===== src/rtl/median_filter_stream_pkg.sv =====
// Shared definitions for the streaming median/min/max filter:
// the mode encoding and the helper that locates the median rank.
package median_filter_stream_pkg;

    localparam logic [1:0] MODE_MEDIAN = 2'd0;
    localparam logic [1:0] MODE_MIN    = 2'd1;
    localparam logic [1:0] MODE_MAX    = 2'd2;
    localparam logic [1:0] MODE_BYPASS = 2'd3;

    function automatic int rank_index(input int window_size);
        return (window_size - 1) / 2;
    endfunction

endpackage


===== src/rtl/median_rank_select.sv =====
// Combinational per-channel reduction over one window: median by rank
// selection, unsigned min, unsigned max, or the newest tap in bypass.
module median_rank_select
    import median_filter_stream_pkg::*;
#(
    parameter int WINDOW_SIZE = 3,
    parameter int DATA_WIDTH  = 8
) (
    input  logic [WINDOW_SIZE*DATA_WIDTH-1:0] taps,
    input  logic [1:0]                        mode,
    output logic [DATA_WIDTH-1:0]             result
);

    localparam int RANK = rank_index(WINDOW_SIZE);

    logic [DATA_WIDTH-1:0] tap [WINDOW_SIZE];
    int                    rank_cnt [WINDOW_SIZE];
    logic [DATA_WIDTH-1:0] median_val;
    logic [DATA_WIDTH-1:0] min_val;
    logic [DATA_WIDTH-1:0] max_val;

    always_comb begin
        for (int i = 0; i < WINDOW_SIZE; i++) begin
            tap[i] = taps[i*DATA_WIDTH +: DATA_WIDTH];
        end
    end

    // Equal values are ordered by tap index, so every tap gets a distinct rank.
    always_comb begin
        for (int i = 0; i < WINDOW_SIZE; i++) begin
            rank_cnt[i] = 0;
            for (int j = 0; j < WINDOW_SIZE; j++) begin
                if (j != i && (tap[j] < tap[i] || (tap[j] == tap[i] && j < i))) begin
                    rank_cnt[i] = rank_cnt[i] + 1;
                end
            end
        end
    end

    always_comb begin
        median_val = '0;
        for (int i = 0; i < WINDOW_SIZE; i++) begin
            if (rank_cnt[i] == RANK) begin
                median_val = tap[i];
            end
        end
    end

    always_comb begin
        min_val = tap[0];
        max_val = tap[0];
        for (int i = 1; i < WINDOW_SIZE; i++) begin
            if (tap[i] < min_val) min_val = tap[i];
            if (tap[i] > max_val) max_val = tap[i];
        end
    end

    always_comb begin
        case (mode)
            MODE_MEDIAN: result = median_val;
            MODE_MIN:    result = min_val;
            MODE_MAX:    result = max_val;
            default:     result = tap[0];
        endcase
    end

endmodule


===== src/rtl/median_filter_stream.sv =====
// Two-stage streaming sliding-window filter: S1 holds the window history,
// S2 is the output register feeding a ready/valid downstream.
module median_filter_stream
    import median_filter_stream_pkg::*;
#(
    parameter int WINDOW_SIZE = 3,
    parameter int DATA_WIDTH  = 8,
    parameter int CHANNELS    = 1,
    localparam int PW         = CHANNELS * DATA_WIDTH
) (
    input  logic          clk,
    input  logic          rst,
    input  logic          in_valid,
    output logic          in_ready,
    input  logic [PW-1:0] in_pixel,
    input  logic          in_sol,
    input  logic [1:0]    mode,
    output logic          out_valid,
    input  logic          out_ready,
    output logic [PW-1:0] out_pixel
);

    localparam int              FW        = $clog2(WINDOW_SIZE + 1);
    localparam logic [FW-1:0]   FILL_FULL = FW'(WINDOW_SIZE);

    logic [PW-1:0]                        win [WINDOW_SIZE];
    logic [FW-1:0]                        fill;
    logic [FW-1:0]                        fill_next;
    logic                                 s1_valid;
    logic [1:0]                           s1_mode;
    logic [PW-1:0]                        s1_result;
    logic                                 s2_free;
    logic                                 accept;
    logic [WINDOW_SIZE*DATA_WIDTH-1:0]    ch_taps   [CHANNELS];
    logic [DATA_WIDTH-1:0]                ch_result [CHANNELS];

    assign s2_free  = !out_valid || out_ready;
    assign in_ready = !s1_valid || s2_free;
    assign accept   = in_valid && in_ready;

    always_comb begin
        fill_next = fill;
        if (in_sol) begin
            fill_next = FW'(1);
        end else if (fill != FILL_FULL) begin
            fill_next = fill + FW'(1);
        end
    end

    // A start-of-line sample replaces the whole history instead of shifting into it.
    always_ff @(posedge clk or posedge rst) begin
        if (rst) begin
            for (int i = 0; i < WINDOW_SIZE; i++) begin
                win[i] <= '0;
            end
            fill     <= '0;
            s1_mode  <= MODE_MEDIAN;
            s1_valid <= 1'b0;
        end else if (accept) begin
            win[0] <= in_pixel;
            for (int i = 1; i < WINDOW_SIZE; i++) begin
                win[i] <= in_sol ? '0 : win[i-1];
            end
            fill     <= fill_next;
            s1_mode  <= mode;
            s1_valid <= (mode == MODE_BYPASS) || (fill_next == FILL_FULL);
        end else if (s2_free) begin
            s1_valid <= 1'b0;
        end
    end

    always_comb begin
        for (int c = 0; c < CHANNELS; c++) begin
            for (int i = 0; i < WINDOW_SIZE; i++) begin
                ch_taps[c][i*DATA_WIDTH +: DATA_WIDTH] = win[i][c*DATA_WIDTH +: DATA_WIDTH];
            end
        end
    end

    for (genvar g = 0; g < CHANNELS; g++) begin : g_chan
        median_rank_select #(
            .WINDOW_SIZE (WINDOW_SIZE),
            .DATA_WIDTH  (DATA_WIDTH)
        ) u_select (
            .taps   (ch_taps[g]),
            .mode   (s1_mode),
            .result (ch_result[g])
        );
    end

    always_comb begin
        for (int c = 0; c < CHANNELS; c++) begin
            s1_result[c*DATA_WIDTH +: DATA_WIDTH] = ch_result[c];
        end
    end

    always_ff @(posedge clk or posedge rst) begin
        if (rst) begin
            out_valid <= 1'b0;
            out_pixel <= '0;
        end else if (s2_free) begin
            out_valid <= s1_valid;
            if (s1_valid) begin
                out_pixel <= s1_result;
            end
        end
    end

endmodule


===== config.mk =====
export PLATFORM = sky130hd
export DESIGN_NAME = median_filter_stream
export DESIGN_NICKNAME = d
export VERILOG_FILES = /design/src/rtl/median_filter_stream_pkg.sv /design/src/rtl/median_rank_select.sv /design/src/rtl/median_filter_stream.sv
export SDC_FILE = /design/constraint.sdc
export NUM_CORES = 1
export LEC_CHECK = 0
export BUFFER_PORTS_ARGS = -buffer_cell sky130_fd_sc_hd__clkbuf_2
export CORE_MARGIN = 2
export CORE_UTILIZATION = 25
export CTS_BUF_LIST = sky130_fd_sc_hd__clkbuf_16
export CTS_CLUSTER_DIAMETER = 60
export DETAILED_ROUTE_END_ITERATION = 10
export MAX_ROUTING_LAYER = met4
export PLACE_DENSITY_LB_ADDON = 0.15
export SYNTH_ARGS = -nofsm -noshare
export SYNTH_HDL_FRONTEND = slang
export SYNTH_SLANG_ARGS = --single-unit

===== constraint.sdc =====
create_clock -name clk -period 9.15 [get_ports clk]
set_input_delay 0.4575 -clock clk [delete_from_list [all_inputs] [get_ports clk]]
set_output_delay 0.4575 -clock clk [all_outputs]
set_load 0.1 [all_outputs]

==> impl_metrics.tcl, run 1 <==
set metrics [dict create \
    slew_headroom_pct 61.3 \
    drt_pass1_iterations 5 \
    hpwl_um 8220 \
    insertion_delay_ns 0.29 \
    crit_type "flop to flop" \
    fin_crit_sh_pct 45.9 \
    synth-simple-area-share_pct 18.0 \
    cts_hold_buffers 0 \
    max-cap-violations 0 \
    synth_area_mm2 0.00338 \
    leakage_nw 1.69 \
    fin_setup_tns_ns 0 \
    io_buffers 24 \
    antenna_cells 0 \
    yosysSeqAreaShare_pct 28.2 \
    rsz0062_at_grt "no" \
    worst-r2r-cell-count 17 \
    worst-slew-pin-transition_ns 0.581 \
    cp-endpoint "out_pixel[0]$_DFFE_PP0P_" \
    track_usage_pct 16.1 \
    grt_pass1_vias 2995 \
    grt_remaining_overflow 0 \
    vias 2969 \
    synth_edf_count 0 \
    ys_ff_latch 38 \
    required_ns 9.31 \
    synth_cells 380 \
    min_path_type "primary input to async pin" \
    setup_viol 0 \
    wirelength_um 10800 \
    cp-end-kind "flop" \
    nets 457 \
    path_buf_inv 1 \
    start_kind "flop" \
    std_cell_rows 42 \
    drive_gt1_share_pct 19.8 \
    crit_cells 17 \
    crit_fanout 18 \
    r2r_end "out_pixel[0]$_DFFE_PP0P_" \
    r2r-start "ch_taps[9]$_DFFE_PP0P_" \
    slew_violations 0 \
    drtIter0Drc 176 \
    numCtsBuffers 5 \
    die_h_um 120 \
    cts_setup_buffers 0 \
    syn-num-nets 434 \
    cp.arrival_ns 4.35 \
    viasPerCell 5.12 \
    core_region_area_mm2 0.0132 \
    holdWs_ns 0.276 \
    drc 0 \
    antenna_found_initial 0 \
    start_util_pct 25.5 \
    ys.flop_type "dfrtp_1" \
    cts-root-buf "clkbuf_16" \
    startpoint "ch_taps[9]$_DFFE_PP0P_" \
    r2r_slack_ns 4.95 \
    synth_compound_area_share_pct 27.4 \
    synthTopCellsByArea "dfrtp_1 (28%), ha_1 (14%), nand2_1 (5.2%), a21oi_1 (4.3%), mux2i_1 (4.1%)" \
    synth.distinct_cells 53 \
    areaGrowthSynthToFinish_pct 15.0 \
    yosysWarnings 0 \
    max_stage_delay_ns 0.51 \
    h-tree-depth 2 \
    period_needed_ns 4.20 \
    syn_area_per_cell_um2 8.89 \
    vdd_ir_drop_max_mv 0.103 \
    grt_pass1_wl_um 17400 \
    synth-xor-area-share_pct 0.815 \
    p_per_area_mw_per_mm2 269 \
    ant_nets 0 \
    io_pins 25 \
    cts-resized-gates 0 \
    clkSlewWorstSetupHoldPaths_ns 0.07 \
    synth_mux_area_share_pct 7.48 \
    crit_chain "inv_1, ha_1, nor2b_1, o211a_1, o21a_2, o21ai_4, nor2_1, a21oi_1, ha_1, a21o_1, a21o_1, a211oi_1, nand2_1, nand3_1, a31oi_1, a311oi_1, a311oi_1" \
    crit_family "compound AO/OA/AOI/OAI gates" \
    clkSinkCount 38 \
    netlist.area_leader.share_pct 28.2 \
    fin_skew_ns 0.00789 \
    hold_violations 0 \
    status "complete, no violations" \
    ys_top_cells_by_count "nand2_1 (47), ha_1 (39), dfrtp_1 (38)" \
    grt_max_degree 44 \
    synth_top_family_by_area "compound AO/OA/AOI/OAI gates" \
    synth_area_leader_cell "dfrtp_1" \
    yosysMostFrequentCell "nand2_1" \
    crit_slowest_cell "a211oi_1" \
    cts_max_path_buffers 2 \
    async_flop_share_pct 100 \
    place.gp.congestion 0.879 \
    clock.fmax_ghz 0.238 \
    avgRoutedWirePerCell_um 18.5 \
    die_area_mm2 0.0145 \
    cts_tree "done" \
    synth_fa_ha_area_share_pct 14.4 \
    die_w_um 120 \
]
-- worst reg2reg max path: cells and delay by family, from the launching register on --
kind / cells / cell delay (ns)
adders and majority gates: 2 / 0.57
AOI/OAI and AO/OA: 10 / 2.52
DFF: 1 / 0.42
and+or+nand+nor: 4 / 0.42
buffers and inverters: 1 / 0.15
-- stage by stage --
stage	worst slack (ns)	power, mW	std cells	utilization [%]	instance area, um2
detailed placement	4.95	0.809	572	27.9	3690
finish	4.95	1.04	580	29.3	3880
CTS	4.92	1.05	580	29.3	3880
global route	4.53	1.11	580	29.3	3880
global placement	4.99	0.812	572	27.9	3690
floorplan	5.55	0.675	380	-	3380
-- state kept, by name, summed over array words and instances, names as in the netlist --
register and flops:
s1_mode 2, out_valid 1, out_pixel 8, s1_valid 1
fill 2, ch_taps 24
-- final cells by class --
| class | instances | area [um2] |
|---|---|---|
| fill | 1444 | 9360 |
| multi-input combinational | 310 | 2300 |
| sequential | 38 | 951 |
| tap | 176 | 220 |
| timing repair buffer | 26 | 135 |
| clock buffer | 5 | 125 |
| inverter | 22 | 82.6 |
| clock inverter | 3 | 68.8 |
-- how the worst min path moves through the flow --
stage,slack [ns],end,cells after the start
after detailed placement,0.46,fill[0]$_DFFE_PP0P_,1
after CTS,0.31,out_pixel[2]$_DFFE_PP0P_,3
after global routing,0.34,fill[1]$_DFFE_PP0P_,3
after global placement,0.46,fill[0]$_DFFE_PP0P_,1
after floorplan,0.44,fill[0]$_DFFE_PP0P_,1
final,0.28,out_pixel[2]$_DFFE_PP0P_,3
-- power breakdown --
| part | switching [mW] | internal, mW | leakage, nW |
|---|---|---|---|
| Combinational | 0.392 | 0.168 | 1.12 |
| Clock | 0.0792 | 0.157 | 0.0940 |
| Sequential | 0.0478 | 0.200 | 0.472 |
| Total | 0.519 | 0.526 | 1.69 |
-- metal layers --
metal	GRT usage [%]	routed length (um)	up-vias	share of wire, %
met2	22.9	4710	73	44
li1	-	-	1454	-
met5	-	0	-	0
met3	2.08	510	10	4.7
met4	5.45	197	0	1.8
met1	23.4	5340	1432	50
-- cells by family after synthesis --
logic type	count (synthesis)
buffers and inverters	32
XOR/XNOR	1
AND/OR/NAND/NOR	121
AO/OA/AOI/OAI	125
adder cells (fa/ha/maj)	39
flip-flops	38
multiplexers	24
-- placed cells by master, fill, tap and decap left out, drive strengths merged, types with 3 or more instances in the layout --
cell / synthesis / routed
nand2: 48 / 48
ha: 39 / 39
dfrtp: 38 / 38
a21oi: 31 / 31
o21ai: 30 / 30
clkbuf: 9 / 29
inv: 22 / 22
o31ai: 22 / 22
nor2: 19 / 19
mux2i: 14 / 14
nand2b: 10 / 10
nor3: 10 / 10
mux2: 10 / 10
and3: 8 / 8
nand3: 8 / 8
o21ba: 8 / 8
a22o: 7 / 7
o211ai: 7 / 7
a21o: 5 / 5
nand4: 5 / 5
a31oi: 5 / 5
nor2b: 4 / 4
a211oi: 3 / 3
No activity file was read; power rests on OpenSTA's default activity.
==> run 2: changes to the inputs <==
Clock period 9.15 ns to 3.6 ns, I/O delays scaled along.
==> impl_metrics.tcl, run 2 (synthesis gave the netlist of run 1 again) <==
set metrics [dict create \
    die_w_um 120 \
    cts_hold_buffers 0 \
    std_cell_rows 42 \
    fin_ws_ns 0.0559 \
    vdd_ir_drop_max_mv 0.217 \
    grt_remaining_overflow 0 \
    fin_crit_sh_pct 98.4 \
    hold_violations 1 \
    drtIter0Drc 206 \
    dp_slack_ns -0.127 \
    crit_slowest_cell "dfrtp_1" \
    placed_area_mm2 0.00408 \
    cts_tree "done" \
    required_ns 3.77 \
    period_needed_ns 3.54 \
    track_usage_pct 16.6 \
    antenna_found_initial 0 \
    p_per_area_mw_per_mm2 661 \
    drive_gt1_share_pct 36.8 \
    cts_max_path_buffers 2 \
    core_region_area_mm2 0.0132 \
    grt_pass1_wl_um 18000 \
    crit_type "flop to flop" \
    slew_headroom_pct 35.1 \
    leakage_nw 2.04 \
    start_kind "flop" \
    die_area_mm2 0.0145 \
    ant_nets 0 \
    clkSlewWorstSetupHoldPaths_ns 0.06 \
    areaGrowthSynthToFinish_pct 36.9 \
    design_area_mm2 0.00462 \
    numCtsBuffers 5 \
    final_cell_mix "buf_4 (56), nand2_1 (46), dfrtp_1 (38)" \
    antenna_cells 0 \
    max_stage_delay_ns 0.38 \
    cp-end-kind "flop" \
    place.gp.congestion 0.885 \
    largest_register_ffs 24 \
    max-cap-violations 0 \
    drc 0 \
    min_path_type "primary input to async pin" \
    multiInputGateArea_mm2 0.00251 \
    rsz0062_at_grt "yes" \
    io_pins 25 \
    holdWs_ns -0.000564 \
    wirelength_um 11400 \
    crit_chain "inv_2, ha_4, nor2b_4, o211a_1, o21a_2, nor2_4, buf_12, buf_4, mux2i_2, ha_1, nand3_2, a31oi_4, o22ai_4, buf_6, o31ai_1, o21ba_2, o31ai_2, a22o_1" \
    clock.fmax_ghz 0.282 \
    avgRoutedWirePerCell_um 17.8 \
    crit_fanout 7 \
    io_buffers 24 \
    final_common_cell "buf_4" \
    hpwl_um 8760 \
    start_util_pct 25.5 \
    worst-slew-pin-transition_ns 0.972 \
    vias 3202 \
    clkSinkCount 38 \
    violations "negative hold slack" \
    setup_viol 0 \
    drt_pass1_iterations 5 \
    grt_pass1_vias 3185 \
    slew_violations 0 \
    fin_skew_ns 0.00572 \
    die_h_um 120 \
    fillerInstances 1418 \
    worst-r2r-cell-count 18 \
    viasPerCell 4.97 \
    nets 521 \
    grt_max_degree 39 \
    status "complete, but fails checks" \
    postLayoutCoreUtil_pct 34.9 \
    seq_area_um2 951 \
    cts-root-buf "clkbuf_16" \
    cp.arrival_ns 3.72 \
    h-tree-depth 2 \
    insertion_delay_ns 0.29 \
]
-- run 2: routing by layer --
layer | track usage [%] | wire, um
met4 | 5.09 | 216
met1 | 24.2 | 5540
met5 | - | 0
met2 | 24.0 | 5050
met3 | 2.22 | 627
-- run 2: final timing paths --
| path | startpoint | slack (ns) | endpoint |
|---|---|---|---|
| setup reg to reg | ch_taps[9]$_DFFE_PP0P_ | 0.06 | out_pixel[5]$_DFFE_PP0P_ |
| min in group clk | in_pixel[4] | 0.12 | ch_taps[4]$_DFFE_PP0P_ |
| hold / removal | rst | -0.0006 | out_valid$_DFFE_PP0P_ |
| max in group asynchronous | rst | 3.22 | ch_taps[19]$_DFFE_PP0P_ |
| hold reg to reg | fill[0]$_DFFE_PP0P_ | 0.48 | fill[0]$_DFFE_PP0P_ |
| setup / recovery | ch_taps[9]$_DFFE_PP0P_ | 0.06 | out_pixel[5]$_DFFE_PP0P_ |
-- run 2: area by class of cell --
cell class / instances / area share (%)
tap: 176 / 4.76
clock inverter: 3 / 1.49
clock buffer: 5 / 2.71
multi-input combinational: 310 / 54.4
inverter: 22 / 1.79
sequential: 38 / 20.6
timing repair buffer: 90 / 14.3
-- run 2: stage by stage --
stage	total power, mW	std cells	hold slack, ns	TNS (ns)
floorplan	1.72	380	0.284	0
global placement	2.21	623	0.328	-0.734
detailed placement	2.22	623	0.342	-0.785
CTS	2.87	634	0.0358	-0.0104
global route	3.24	644	0.0561	-0.436
finish	3.06	644	-0.000564	0
-- run 2: report_power, final --
part,internal (mW),switching (mW)
clock,0.399,0.193
sequential,0.510,0.0700
combinational,0.725,1.16
total,1.63,1.42
-- run 2: critical path, delay by kind of cell, from the launching register on --
family	cells	cell delay [ns]
and+or+nand+nor	3	0.39
buffers and inverters	4	0.54
AOI/OAI and AO/OA	8	1.35
muxes	1	0.26
adders and majority gates	2	0.49
DFF	1	0.38
-- run 2: timing repair --
item | 4_1_cts | 5_1_grt
endpoints found under the setup margin | 8 | 8
pin swaps | 3 | 24
cloned | 0 | 0
resized for setup | 2 | 44
setup buffers | 3 | 10
==> run 3: changes to the inputs <==
Clock period 3.6 ns to 2.9 ns, I/O delays scaled along.
==> impl_metrics.tcl, run 3 (synthesis gave the netlist of run 1 again) <==
set metrics [dict create \
    hold_end "ch_taps[5]$_DFFE_PP0P_" \
    numCtsBuffers 5 \
    vias 3300 \
    fillerInstances 1384 \
    std_cell_rows 42 \
    worst-slew-pin-transition_ns 0.809 \
    viasPerCell 4.87 \
    final_common_cell "buf_4" \
    grt_pass1_wl_um 18900 \
    crit_fanout 6 \
    hold_violations 0 \
    grt_pass1_vias 3459 \
    cts-root-buf "clkbuf_16" \
    dp_cells 645 \
    grt_remaining_overflow 0 \
    setup_viol 8 \
    cts_max_path_buffers 2 \
    hold_depth 2 \
    stdcell_count 678 \
    antenna_cells 0 \
    grt_max_degree 44 \
    r2r-start "ch_taps[1]$_DFFE_PP0P_" \
    cp.arrival_ns 3.71 \
    worst_hold_startpoint "in_pixel[5]" \
    insertion_delay_ns 0.29 \
    avgRoutedWirePerCell_um 17.0 \
    final_cell_mix "buf_4 (93), nand2_1 (44), ha_1 (38)" \
    place.gp.congestion 0.863 \
    cp-end-kind "flop" \
    drc 0 \
    ant_nets 0 \
    fin_ws_ns -0.578 \
    postLayoutCoreUtil_pct 36.1 \
    fin_crit_sh_pct 120 \
    required_ns 3.14 \
    antenna_found_initial 0 \
    slew_violations 0 \
    clkSinkCount 38 \
    crit_family "compound AO/OA/AOI/OAI gates" \
    max_stage_delay_ns 0.41 \
    worst-r2r-cell-count 18 \
    min_path_type "primary input to flop" \
    leakage_nw 2.17 \
    die_h_um 120 \
    track_usage_pct 17.6 \
    p_per_area_mw_per_mm2 816 \
    slew_headroom_pct 45.9 \
    clkSlewWorstSetupHoldPaths_ns 0.06 \
    wirelength_um 11500 \
    largest_register_ffs 24 \
    period_needed_ns 3.48 \
    placed_area_mm2 0.00427 \
    areaGrowthSynthToFinish_pct 41.4 \
    nets 555 \
    io_buffers 24 \
    die_w_um 120 \
    violations "negative setup slack" \
    drt_pass1_iterations 4 \
    crit_chain "ha_4, nor2b_1, o211a_1, o21a_4, nor2_4, buf_12, mux2i_2, ha_1, and3_4, o21ai_2, a31oi_1, o22ai_2, buf_4, nand2_2, buf_4, o21ba_2, o31ai_2, a22o_1" \
    die_area_mm2 0.0145 \
    crit_slowest_cell "dfrtp_1" \
    core_region_area_mm2 0.0132 \
    io_pins 25 \
    crit_type "flop to flop" \
    status "complete, but fails checks" \
    cts_tree "done" \
    drtIter0Drc 109 \
    vdd_ir_drop_max_mv 0.368 \
    fin_setup_tns_ns -4.44 \
    total_power_mw 3.90 \
    r2r_slack_ns -0.58 \
    start_kind "flop" \
    start_util_pct 25.5 \
    r2r_end "out_pixel[7]$_DFFE_PP0P_" \
    max-cap-violations 0 \
    clock.fmax_ghz 0.287 \
    design_area_mm2 0.00478 \
    drive_gt1_share_pct 40.4 \
    fin_skew_ns 0.00471 \
    rsz0062_at_grt "yes" \
    hpwl_um 8820 \
    cpMostUsedCell "buf_4" \
    h-tree-depth 2 \
    path_buf_inv 3 \
]
[run 3: final cells by class]
type | count | area (um2) | share of cell area (%)
tap | 176 | 220 | 4.61
sequential | 38 | 952 | 19.9
multi-input combinational | 310 | 2420 | 50.7
clock inverter | 3 | 68.8 | 1.44
timing repair buffer | 124 | 905 | 18.9
inverter | 22 | 82.6 | 1.73
clock buffer | 5 | 125 | 2.62
[run 3: metrics by stage]
step / hold WS [ns] / setup slack [ns]
6_report: 0.0801 / -0.578
5_1_grt: 0.0785 / -0.732
4_1_cts: 0.0702 / -0.586
3_5_place_dp: 0.222 / -0.757
3_3_place_gp: 0.217 / -0.781
2_1_floorplan: 0.249 / -0.440
[run 3: layer usage]
layer | share of wire [%] | global-route usage [%]
met1 | 48 | 23.4
met2 | 48 | 27.5
met3 | 2.9 | 2.64
met4 | 1.6 | 5.89
met5 | 0 | -
[run 3: report_power, final]
part	internal (mW)	leakage (nW)	switching (mW)
Sequential	0.634	0.471	0.0793
Combinational	0.998	1.60	1.44
Clock	0.495	0.0940	0.253
Total	2.13	2.17	1.77
[run 3: how the worst max path moves through the flow]
stage / startpoint / to / cells after the start
finish: ch_taps[1]$_DFFE_PP0P_ / out_pixel[7]$_DFFE_PP0P_ / 18
global route: ch_taps[9]$_DFFE_PP0P_ / out_pixel[0]$_DFFE_PP0P_ / 17
CTS: ch_taps[9]$_DFFE_PP0P_ / out_pixel[5]$_DFFE_PP0P_ / 18
detailed placement: ch_taps[9]$_DFFE_PP0P_ / out_pixel[3]$_DFFE_PP0P_ / 17
global placement: ch_taps[9]$_DFFE_PP0P_ / out_pixel[3]$_DFFE_PP0P_ / 17
floorplan: ch_taps[9]$_DFFE_PP0P_ / out_pixel[2]$_DFFE_PP0P_ / 16
[run 3: repair_timing]
action	in CTS	in global routing
setup endpoints to repair	8	8
resized for setup	18	11
hold buffers	1	0
pin swaps	17	13
buffers inserted	22	2
hold endpoints to repair	17	0
